## src/rtl/text_raster_ctrl.sv

```systemverilog
// text_raster_ctrl: text-mode scan controller for a 6x8 raster font ROM.
// Walks a COLS x ROWS character grid in step with the video timing. It fetches
// character codes from a synchronous text RAM, presents char/row to the font ROM
// and shifts each 6-bit raster out MSB-first as a serial pixel stream.
//
// Ports:
//   i_clk, i_rst     clock, synchronous active-high reset
//   i_frame_start    pulse: restart at text row 0, scan row 0; clears o_underrun
//   i_line_start     pulse: begin the next active scanline
//   i_pix_en         one pixel requested this cycle
//   o_text_addr      text RAM address (text_row*COLS + col)
//   i_text_char      text RAM data, valid the cycle after o_text_addr
//   o_font_char      char code to font ROM
//   o_font_row       glyph scan row to font ROM
//   i_font_raster    font ROM data, combinational from o_font_char/o_font_row
//   o_pixel          pixel value, one cycle after i_pix_en
//   o_pixel_valid    o_pixel is meaningful this cycle
//   o_underrun       sticky: pixel requested while no raster was loaded
module text_raster_ctrl #(
  parameter int unsigned COLS   = 40,
  parameter int unsigned ROWS   = 24,
  parameter int unsigned ADDR_W = 10
) (
  input  logic              i_clk,
  input  logic              i_rst,
  input  logic              i_frame_start,
  input  logic              i_line_start,
  input  logic              i_pix_en,
  output logic [ADDR_W-1:0] o_text_addr,
  input  logic [5:0]        i_text_char,
  output logic [5:0]        o_font_char,
  output logic [2:0]        o_font_row,
  input  logic [5:0]        i_font_raster,
  output logic              o_pixel,
  output logic              o_pixel_valid,
  output logic              o_underrun
);

  localparam int unsigned ColW = (COLS > 1) ? $clog2(COLS) : 1;
  localparam int unsigned RowW = $clog2(ROWS + 1);

  typedef enum logic [2:0] {
    StIdle, StAddr, StLoad, StActive, StLineDone, StFrameDone
  } state_e;

  state_e          state_q;
  logic [ColW-1:0] col_q;
  logic [2:0]      pix_x_q;
  logic [2:0]      scan_row_q;
  logic [RowW-1:0] text_row_q;
  logic [5:0]      shift_q;
  logic [5:0]      next_q;      // raster of the following character
  logic            load_pend_q; // first raster of the line is still on the ROM bus
  logic [2:0]      pf_q;        // prefetch pipeline: addr out, char in, raster in

  logic [ADDR_W-1:0] row_base;
  logic [ADDR_W-1:0] next_addr;
  logic [5:0]        cur_raster;
  logic              last_col;

  assign row_base   = ADDR_W'(text_row_q) * ADDR_W'(COLS);
  assign next_addr  = row_base + ADDR_W'(col_q) + ADDR_W'(1);
  // The first char's raster is used straight off the ROM so pixel 0 is not delayed.
  assign cur_raster = load_pend_q ? i_font_raster : shift_q;
  assign last_col   = (col_q == ColW'(COLS - 1));

  always_ff @(posedge i_clk) begin
    if (i_rst) begin
      state_q       <= StIdle;
      col_q         <= '0;
      pix_x_q       <= '0;
      scan_row_q    <= '0;
      text_row_q    <= '0;
      shift_q       <= '0;
      next_q        <= '0;
      load_pend_q   <= 1'b0;
      pf_q          <= '0;
      o_text_addr   <= '0;
      o_font_char   <= '0;
      o_font_row    <= '0;
      o_pixel       <= 1'b0;
      o_pixel_valid <= 1'b0;
      o_underrun    <= 1'b0;
    end else begin
      o_pixel       <= 1'b0;
      o_pixel_valid <= 1'b0;
      load_pend_q   <= 1'b0;
      pf_q          <= {pf_q[1:0], 1'b0};
      if (pf_q[1]) o_font_char <= i_text_char;
      if (pf_q[2]) next_q <= i_font_raster;

      if (i_frame_start) begin
        scan_row_q <= '0;
        text_row_q <= '0;
        col_q      <= '0;
        pix_x_q    <= '0;
        pf_q       <= '0;
        o_underrun <= 1'b0;
        if (i_line_start) begin
          state_q     <= StAddr;
          o_text_addr <= '0;
        end else begin
          state_q <= StIdle;
        end
      end else begin
        if (i_pix_en) begin
          if (state_q == StActive) begin
            o_pixel_valid <= 1'b1;
            o_pixel       <= cur_raster[5];
          end else if (state_q != StFrameDone) begin
            o_pixel_valid <= 1'b1;
            o_underrun    <= 1'b1;
          end
        end

        if (i_line_start && state_q != StFrameDone) begin
          // Abandons any line in progress without advancing the row counters.
          state_q     <= StAddr;
          col_q       <= '0;
          pix_x_q     <= '0;
          pf_q        <= '0;
          o_text_addr <= row_base;
        end else begin
          case (state_q)
            StAddr: state_q <= StLoad;
            StLoad: begin
              o_font_char <= i_text_char;
              o_font_row  <= scan_row_q;
              load_pend_q <= 1'b1;
              state_q     <= StActive;
            end
            StActive: begin
              if (i_pix_en) begin
                if (pix_x_q == 3'd5) begin
                  pix_x_q <= '0;
                  if (last_col) begin
                    scan_row_q <= scan_row_q + 3'd1;
                    if (scan_row_q == 3'd7) begin
                      text_row_q <= text_row_q + RowW'(1);
                      state_q    <= (text_row_q + RowW'(1) == RowW'(ROWS)) ? StFrameDone
                                                                           : StLineDone;
                    end else begin
                      state_q <= StLineDone;
                    end
                  end else begin
                    shift_q <= next_q;
                    col_q   <= col_q + ColW'(1);
                  end
                end else begin
                  shift_q <= {cur_raster[4:0], 1'b0};
                  pix_x_q <= pix_x_q + 3'd1;
                  // Fetch the next char while this one is shifting out.
                  if (pix_x_q == 3'd0 && !last_col) begin
                    o_text_addr <= next_addr;
                    pf_q        <= 3'b001;
                  end
                end
              end else begin
                shift_q <= cur_raster;
              end
            end
            default: ;
          endcase
        end
      end
    end
  end

endmodule

```

## config.mk

```make
export PLATFORM = sky130hd
export DESIGN_NAME = text_raster_ctrl
export DESIGN_NICKNAME = d
export VERILOG_FILES = /design/src/rtl/text_raster_ctrl.sv
export SDC_FILE = /design/constraint.sdc
export NUM_CORES = 1
export LEC_CHECK = 0
export ABC_CLOCK_PERIOD_IN_PS = 2800
export BUFFER_PORTS_ARGS = -buffer_cell sky130_fd_sc_hd__buf_4
export CORE_UTILIZATION = 55
export CTS_CLUSTER_SIZE = 25
export DETAILED_ROUTE_END_ITERATION = 12
export GPL_TIMING_DRIVEN = 0
export PLACE_DENSITY = 0.75
export SYNTH_ARGS = -nofsm -noshare
export SYNTH_HDL_FRONTEND = slang
export SYNTH_SLANG_ARGS = --single-unit
```

## constraint.sdc

```tcl
create_clock -name i_clk -period 2.8 [get_ports i_clk]
set_clock_uncertainty 0.2 [all_clocks]
set_input_delay 0.28 -clock i_clk [delete_from_list [all_inputs] [get_ports i_clk]]
set_output_delay 0.28 -clock i_clk [all_outputs]
set_load 0.02 [all_outputs]
```

### After elaboration in Yosys (flattened, before gate mapping)

Cells that the tools add are included.

| storage, ports and cells | value |
|---|---|
| register bits | 58 |
| input bits | 17 |
| word-level logic and storage cells | 96 |

| operators by class | value |
|---|---|
| add/subtract/negate cells | 6 |
| $mul | 1 |
| equality and inequality tests | 14 |
| muxes and demuxes | 32 |
| bitwise operators | 5 |
| reduce and logical (&&, ||, !) cells | 22 |

Operators by type and width:

| cell | count |
|---|---|
| 10-bit 2-to-1 mux | 7 |
| 6-bit 2-to-1 mux | 8 |
| 3-bit 2-to-1 mux | 10 |
| 4-bit AND reduction | 3 |
| 10-bit by 1-bit adder with 10-bit output (second input constant) | 1 |
| 10-bit by 6-bit adder with 10-bit output | 1 |
| 5-bit AND reduction | 2 |
| 3-bit inequality test (second input constant) | 3 |
| 3-bit case mux with 3 select lines | 1 |
| 3-bit nonzero test | 3 |
| 4-bit by 3-bit inequality test with 1-bit output (second input constant) | 2 |
| 5-bit by 3-bit multiplier with 7-bit output (second input constant) | 1 |
| 3-bit by 1-bit adder with 3-bit output (second input constant) | 2 |
| 6-bit by 1-bit adder with 6-bit output (second input constant) | 1 |
| 3-bit by 2-bit equality test with 1-bit output (second input constant) | 2 |
| 3-bit equality test (second input constant) | 2 |
| 6-bit equality test (second input constant) | 1 |
| 1-bit 2-to-1 mux | 6 |
| 3-bit AND reduction | 2 |
| 6-bit AND reduction | 1 |
| 3-bit OR reduction | 2 |
| 6-bit OR reduction | 1 |
| 5-bit by 1-bit adder with 5-bit output (second input constant) | 1 |
| 5-bit equality test (second input constant) | 1 |
| 11 further kinds | 16 |

### Logic depth before layout (Yosys ltp)

Gate-level depths: netlist (run 1).

| depth | value |
|---|---|
| depth after elaboration | 10 |
| gate-level depth with buffers | 7 |
| depth with buffers taken out | 7 |

### Least setup slack after synthesis (run 1)

No wires, ideal clock.

| timing | value |
|---|---|
| path type | reg-to-reg |
| from | reg text_row_q[0] |
| to | reg o_text_addr[9] |
| setup time | 0.120 ns |
| arrival time | 1.813 ns |
| slack | 0.667 ns |
| cell stages (with the launch flop) | 8 |
| buffers on the path | 0 |
| clock period less this slack | 2.133 ns |
| cells stage by stage | dfxtp_1 > ha_1 > ha_1 > o21ai_0 > a221oi_1 > nand4_1 > xnor2_1 > o21ai_1 |

| between the ends | value |
|---|---|
| longest elaborated chain between the ends | 9 |

Ends and longest elaborated chain:

| element | RTL line | source |
|---|---|---|
| from (decl) | 50 | `logic [RowW-1:0] text_row_q;` |
| from (signal assigned) | 139 | `text_row_q <= text_row_q + RowW'(1);` |
| 5-bit by 3-bit multiplier with 7-bit output * | 61 | `assign row_base = ADDR_W'(text_row_q) * ADDR_W'(COLS);` |
| 10-bit by 6-bit adder with 10-bit output | 62 | `assign next_addr = row_base + ADDR_W'(col_q) + ADDR_W'(1);` |
| 10-bit by 1-bit adder with 10-bit output | 62 |  |
| 10-bit 2-to-1 mux | 153 | `if (pix_x_q == 3'd0 && !last_col) begin` |
| 10-bit 2-to-1 mux | 134 | `if (pix_x_q == 3'd5) begin` |
| 10-bit 2-to-1 mux | 133 | `if (i_pix_en) begin` |
| 10-bit 2-to-1 mux | 124 | `case (state_q)` |
| 10-bit 2-to-1 mux * | 116 | `if (i_line_start && state_q != StFrameDone) begin` |
| 10-bit 2-to-1 mux * | 92 | `if (i_frame_start) begin` |
| to (signal assigned) | 122 | `o_text_addr <= row_base;` |
| to (signal assigned) | 154 | `o_text_addr <= next_addr;` |
| to (decl) | 29 | `output logic [ADDR_W-1:0] o_text_addr,` |

Every way passes the cells marked *; elsewhere a longest branch is shown, timed or not. The select of a mux whose other input is x is not followed.
A chain may end at the register's enable or synchronous reset.

### Worst setup path in the final report (run 1)

Ends and elaborated chain as after synthesis.

==> results of run 1 <==
## routing by layer
layer,GRT usage,up-vias
met1,0.297,1138
met5,0,-
met2,0.397,73
met3,0.0669,4
met4,0.109,0
li1,-,1248
## state kept, by name, summed over array words and instances, names as in the netlist, 5 cells and up
| name | count |
|---|---|
| col_q | 6 |
| next_q | 6 |
| o_font_char | 6 |
| o_text_addr | 10 |
| shift_q | 6 |
| text_row_q | 5 |
## worst max path at each step
stage | startpoint | endpoint | slack [ns] | cells after the start
after detailed placement | text_row_q[0] | o_text_addr[9] | 0.46 | 7
after CTS | text_row_q[0] | o_text_addr[9] | 0.44 | 7
after global placement | text_row_q[0] | o_text_addr[9] | 0.47 | 7
after global routing | text_row_q[0] | o_text_addr[8] | 0.19 | 7
after floorplan | text_row_q[0] | o_text_addr[9] | 0.67 | 7
final | text_row_q[0] | o_text_addr[9] | 0.40 | 7
## Yosys cell counts, types with 4 or more instances
library cell                n
sky130_fd_sc_hd__nand3_1    9
sky130_fd_sc_hd__xnor2_1    6
sky130_fd_sc_hd__nor2_1    42
sky130_fd_sc_hd__o21ai_0   12
sky130_fd_sc_hd__mux2i_1   23
sky130_fd_sc_hd__dfxtp_1   58
sky130_fd_sc_hd__mux2_2     5
sky130_fd_sc_hd__xor2_1    16
sky130_fd_sc_hd__o21ai_1    6
sky130_fd_sc_hd__inv_1      5
sky130_fd_sc_hd__a211o_1    5
sky130_fd_sc_hd__nand2_1   38
sky130_fd_sc_hd__nand4_1    7
sky130_fd_sc_hd__clkbuf_1   8
sky130_fd_sc_hd__and3_1     4
sky130_fd_sc_hd__a21oi_1   19
sky130_fd_sc_hd__ha_1      14
## kinds of logic after synthesis
| group | after synthesis |
|---|---|
| and+or+nand+nor | 128 |
| DFF | 58 |
| AOI/OAI and AO/OA | 55 |
| muxes | 28 |
| xor gates and xnor gates | 22 |
| buffers and inverters | 20 |
| adders and majority gates | 15 |
## worst max-delay path, delay by kind of cell (launching register included)
family / cells / cell delay, ns
compound gates: 3 / 0.60
flops: 1 / 0.51
xor+xnor: 1 / 0.18
simple gates: 1 / 0.17
fa+ha+maj: 2 / 0.63
## repair_timing
item | 4_1_cts | 5_1_grt
setup buffers | 0 | 0
hold endpoints to repair | 4 | 0
endpoints found under the setup margin | 0 | 0
hold buffers | 4 | 0
## power by group
part           switching, mW  internal (mW)  total, mW
Combinational         0.0483         0.0347     0.0830
Clock                  0.311          0.428      0.739
Sequential           0.00161          0.829      0.831
## metrics by stage
stage / power [mW] / std cells
final: 1.65 / 453
after global routing: 1.71 / 453
after CTS: 1.67 / 453
after detailed placement: 0.927 / 434
after global placement: 0.927 / 434
after floorplan: 0.888 / 326
## cell type report
cell class / count / area [µm²] / area share
tap: 70 / 87.6 / 0.0247
buffer: 15 / 81.3 / 0.0230
sequential: 58 / 1160 / 0.328
inverter: 5 / 18.8 / 0.00530
multi-input combinational: 248 / 1680 / 0.475
clock buffer: 12 / 145 / 0.0410
timing repair buffer: 42 / 325 / 0.0919
clock inverter: 3 / 40.0 / 0.0113
==> qor.yml, run 1 <==
timing:
  setup-tns-final_ns: 0
  achievable-frequency_mhz: 417
  hold_ws_ns: 0.0163
  period_utilization_post_route: 0.856
  slew_headroom: 0.629
  setup_ws_ns: 0.405
  final-setup-viol-count: 0
  max_slew.worst_pin.slew_ns: 0.556
  unrepaired_setup_endpoints_after_global_routing: "no"
  final_hold_viol_count: 0
  slew_violations: 0
  post-route-min-period_ns: 2.40
setup_path:
  worst_ep_arrival_time_ns: 2.40
  crit_path_max_incr_delay_ns: 0.51
  cp_cell_sequence: "ha_1 > ha_1 > o21ai_0 > a221oi_1 > nand4_1 > xnor2_1 > o21ai_1"
  rr_endpoint: "o_text_addr[9]"
  r2r_setup_slack_ns: 0.40
  critical_path.max_fanout: 8
  worst_setup_path_start_kind: "register"
  slowest_stage: "sky130_fd_sc_hd__dfxtp_1"
  critical_path_required_ns: 2.81
  path_class: "reg -> reg"
  critical_path.endpoint_type: "register"
  critical_path.most_common_cell: "sky130_fd_sc_hd__ha_1"
  ff2ff_path_depth: 7
  regToRegStartpoint: "text_row_q[0]"
drt:
  post-route-drc-count: 0
  maxUsedRoutingLayer: "met4"
  met3WireLength_um: 376
  drt-vias-per-instance: 5.44
  totalWireLength_um: 6240
  wl_met1_um: 2890
  length_of_the_first_detailed_routing_pass_in_iterations: 4
  dr_wl_cell_um: 13.8
  drt_iter0_markers: 140
  num_vias: 2463
  final_antenna_net_count: 0
  dr_wl_met2_um: 2910
cells_and_area:
  layout.nets: 411
  mostFrequentLayoutCells: "sky130_fd_sc_hd__dfxtp_1, sky130_fd_sc_hd__nor2_1, sky130_fd_sc_hd__buf_4"
  fillerInstances: 449
  area.growth.synth_to_final_pct: 20.3
  layout_commonest_cell: "sky130_fd_sc_hd__dfxtp_1"
  post-route-util: 0.689
  design_area_um2: 3540
  drive_above_1_share: 0.191
  antennaDiodeCount: 0
yosys:
  netlist.top_cell.by_area: "sky130_fd_sc_hd__dfxtp_1"
  ys_seq_elements: 58
  postSynthNetCount: 358
  synth_sequential_area_ratio: 0.395
  synthTopCellsByArea: "sky130_fd_sc_hd__dfxtp_1, sky130_fd_sc_hd__mux2i_1, sky130_fd_sc_hd__ha_1"
  synthFlopType: "sky130_fd_sc_hd__dfxtp_1"
  simple_gate_share_of_the_synthesized_area: 0.221
  synth_edf_count: 0
  synth_top_family_by_area: "simple AND/OR/NAND/NOR gates"
  area_fraction_of_the_dominant_cell_type_after_synthesis: 0.395
  yosysWarningCount: 0
  synthesis.instances: 326
  synth_cell_types: 55
  postSynthAreaPerCell_um2: 9.02
  yosys.area_share.adder: 0.0664
  share_of_the_synthesized_netlist_area_taken_by_xor_and_xnor_gates: 0.0655
  combined_area_of_all_synthesized_cells_um2: 2940
  synth.area.mux_share: 0.0974
  synth_compound_gate_area_share: 0.121
  synthArstFlopShare: 0
clocking:
  post_cts_resized: 0
  cts-buffers-inserted: 9
  clockRootBuffer: "sky130_fd_sc_hd__clkbuf_8"
  clkSinkCount: 58
  clk_pin_slew_worst_paths_ns: 0.06
  cts_max_level: 3
  clkLatencyLatePin_ns: 0.32
  cts_tree: "yes"
  cts_buffer_depth: 2
floorplan:
  vertical_extent_of_the_die_um: 75.1
  io_pins: 39
  core_area_um2: 5140
  floorplan.die.width_um: 75.1
  num_rows: 26
  fp.dieArea_um2: 5640
  starting_utilization_of_the_core_area: 0.572
global_route:
  first_global_vias: 2238
  grt_start_max_net_pins: 11
  antenna_found_initial: 0
  global_route.overflow_total: 0
  grt_util_overall: 0.242
  grt_first_pass_wirelength_um: 10100
placed_design:
  portBuffers: 38
  place_congestion: 0.876
  dpl_cell_area_um2: 3310
  place_worst_setup_slack_ns: 0.457
  detailedPlacementHpwl_um: 4500
job:
  maxCapViolCount: 0
power:
  cellPowerDensity_nw_per_um2: 467
  irDropWorstVdd_v: 0.000278
  static-leakage-power_nw: 1.47
min_path:
  worstHoldPathType: "in -> reg"
  hold_start: "i_font_raster[5]"
  worst_hold_path.endpoint: "next_q[5]"
  hold_path_depth: 3
outcome:
  run_status: "complete, no violations"
(Power assumes the default switching activity.)
==> inputs of run 2 (changes only) <==
Settings changed: RECOVER_POWER from default to 50.
==> run 2 against run 1 <==
- critical path depth shrank 1
- hold slack barely moved
- sequential share of layout area increased by 1.1 points
- combinational power fell by 5.2%
- clock-buffer cell count is the same
- register-to-register slack got worse by 0.09 ns
- total power shrank 0.49%
- non-clock buffer count did not move
- sequential cell count unchanged
- cell count unchanged
- sequential power about the same
- largest power group unchanged
==> qor.yml, run 2 (synthesized netlist as in run 1, its figures left out) <==
timing:
  period_utilization_post_route: 0.887
  slew_headroom: 0.605
  setup-tns-final_ns: 0
  max_slew.worst_pin.slew_ns: 0.586
  final-setup-viol-count: 0
  achievable-frequency_mhz: 402
  final_hold_viol_count: 0
  unrepaired_setup_endpoints_after_global_routing: "no"
  post-route-min-period_ns: 2.48
  slew_violations: 0
clocking:
  cts_max_level: 3
  clkLatencyLatePin_ns: 0.32
  clkSinkCount: 58
  cts_buffer_depth: 2
  clk_pin_slew_worst_paths_ns: 0.06
  cts-buffers-inserted: 9
  post_cts.repair.setup_buffers: 0
  cts_tree: "yes"
  clockRootBuffer: "sky130_fd_sc_hd__clkbuf_8"
cells_and_area:
  finalNonFillerCells: 453
  largest_register_ff_count: 10
  max_flop_register: "o_text_addr"
  post-route-util: 0.666
  layout.nets: 411
  antennaDiodeCount: 0
  drive_above_1_share: 0.117
  layout_commonest_cell: "sky130_fd_sc_hd__dfxtp_1"
  area.growth.synth_to_final_pct: 16.4
  mostFrequentLayoutCells: "sky130_fd_sc_hd__dfxtp_1, sky130_fd_sc_hd__nor2_1, sky130_fd_sc_hd__nand2_1"
setup_path:
  critical_path_required_ns: 2.86
  path_class: "reg -> reg"
  timing.critical_path.max_delay_family: "compound AO/OA/AOI/OAI gates"
  cp_cell_sequence: "clkbuf_1 > nand4b_1 > a211oi_4 > o21ai_2 > a2111o_1 > a21oi_2"
  slowest_stage: "sky130_fd_sc_hd__a211oi_4"
  critical_path.endpoint_type: "register"
  critical_path.max_fanout: 10
  worst_ep_arrival_time_ns: 2.54
  crit_path_max_incr_delay_ns: 0.46
  cp_num_buf_inv: 1
  worst_setup_path_start_kind: "register"
  r2r_setup_slack_ns: 0.32
placed_design:
  placedCellCount: 434
  portBuffers: 38
  detailedPlacementHpwl_um: 4500
  place_congestion: 0.876
power:
  static-leakage-power_nw: 1.35
  p_total_mw: 1.64
  cellPowerDensity_nw_per_um2: 480
  irDropWorstVdd_v: 0.000275
floorplan:
  vertical_extent_of_the_die_um: 75.1
  floorplan.die.width_um: 75.1
  fp.dieArea_um2: 5640
  core_area_um2: 5140
  num_rows: 26
  starting_utilization_of_the_core_area: 0.572
  io_pins: 39
min_path:
  worstHoldPathType: "in -> reg"
global_route:
  antenna_found_initial: 0
  busiest_layer: "met2"
  grt_first_pass_wirelength_um: 10100
  first_global_vias: 2238
  grt_use_met3: 0.0669
  met2_usage: 0.397
  grt_start_max_net_pins: 11
  grt_util_met1: 0.297
  grt_util_overall: 0.242
  global_route.overflow_total: 0
drt:
  length_of_the_first_detailed_routing_pass_in_iterations: 4
  num_vias: 2480
  totalWireLength_um: 6310
  drt_iter0_markers: 135
  drt-vias-per-instance: 5.47
  dr_wl_cell_um: 13.9
  final_antenna_net_count: 0
  post-route-drc-count: 0
job:
  maxCapViolCount: 0
outcome:
  run_status: "complete, no violations"
-- run 2: what timing repair did --
item | CTS | global route
hold endpoints to repair | 4 | 0
hold buffers | 4 | 0
gates resized for setup | 0 | 0
-- run 2: where the power goes --
part	switching, mW	leakage [nW]	internal [mW]
combinational	0.0477	0.782	0.0310
clock	0.307	0.0962	0.428
sequential	0.00155	0.468	0.829
-- run 2: area by class of cell --
class / count / area [µm²]
clock buffer: 12 / 145
sequential: 58 / 1160
timing repair buffer: 42 / 239
clock inverter: 3 / 40.0
tap: 70 / 87.6
buffer: 15 / 76.3
fill: 478 / 1720
inverter: 5 / 18.8
multi-input combinational: 248 / 1660
-- run 2: stage by stage --
stage	cell area (µm²)	hold slack [ns]	worst slack [ns]
5_1_grt	3420	0.0322	0.135
6_report	3420	0.0163	0.315
2_1_floorplan	2940	0.206	0.667
4_1_cts	3540	0.00483	0.437
3_5_place_dp	3310	0.211	0.457
3_3_place_gp	3310	0.212	0.474
-- run 2: routing by layer --
metal | wire length (µm) | vias up
li1 | - | 1252
met1 | 2960 | 1146
met2 | 2890 | 73
met3 | 376 | 9
met4 | 93 | 0
met5 | 0 | -
-- run 2: path summary, 6_finish.rpt --
| path | start | endpoint | cells past startpoint |
|---|---|---|---|
| setup reg to reg | state_q[1] | o_text_addr[3] | 6 |
| hold reg to reg | pf_q[0] | pf_q[1] | 1 |
| hold / removal | i_font_raster[5] | next_q[5] | 3 |
| setup / recovery | state_q[1] | o_text_addr[3] | 6 |
-- run 2: worst register-to-register path, delay by kind of cell (launching register included) --
kind	cells	cell delay (ns)
compound gates	4	1.14
buf+inv	1	0.33
flops	1	0.32
simple gates	1	0.43
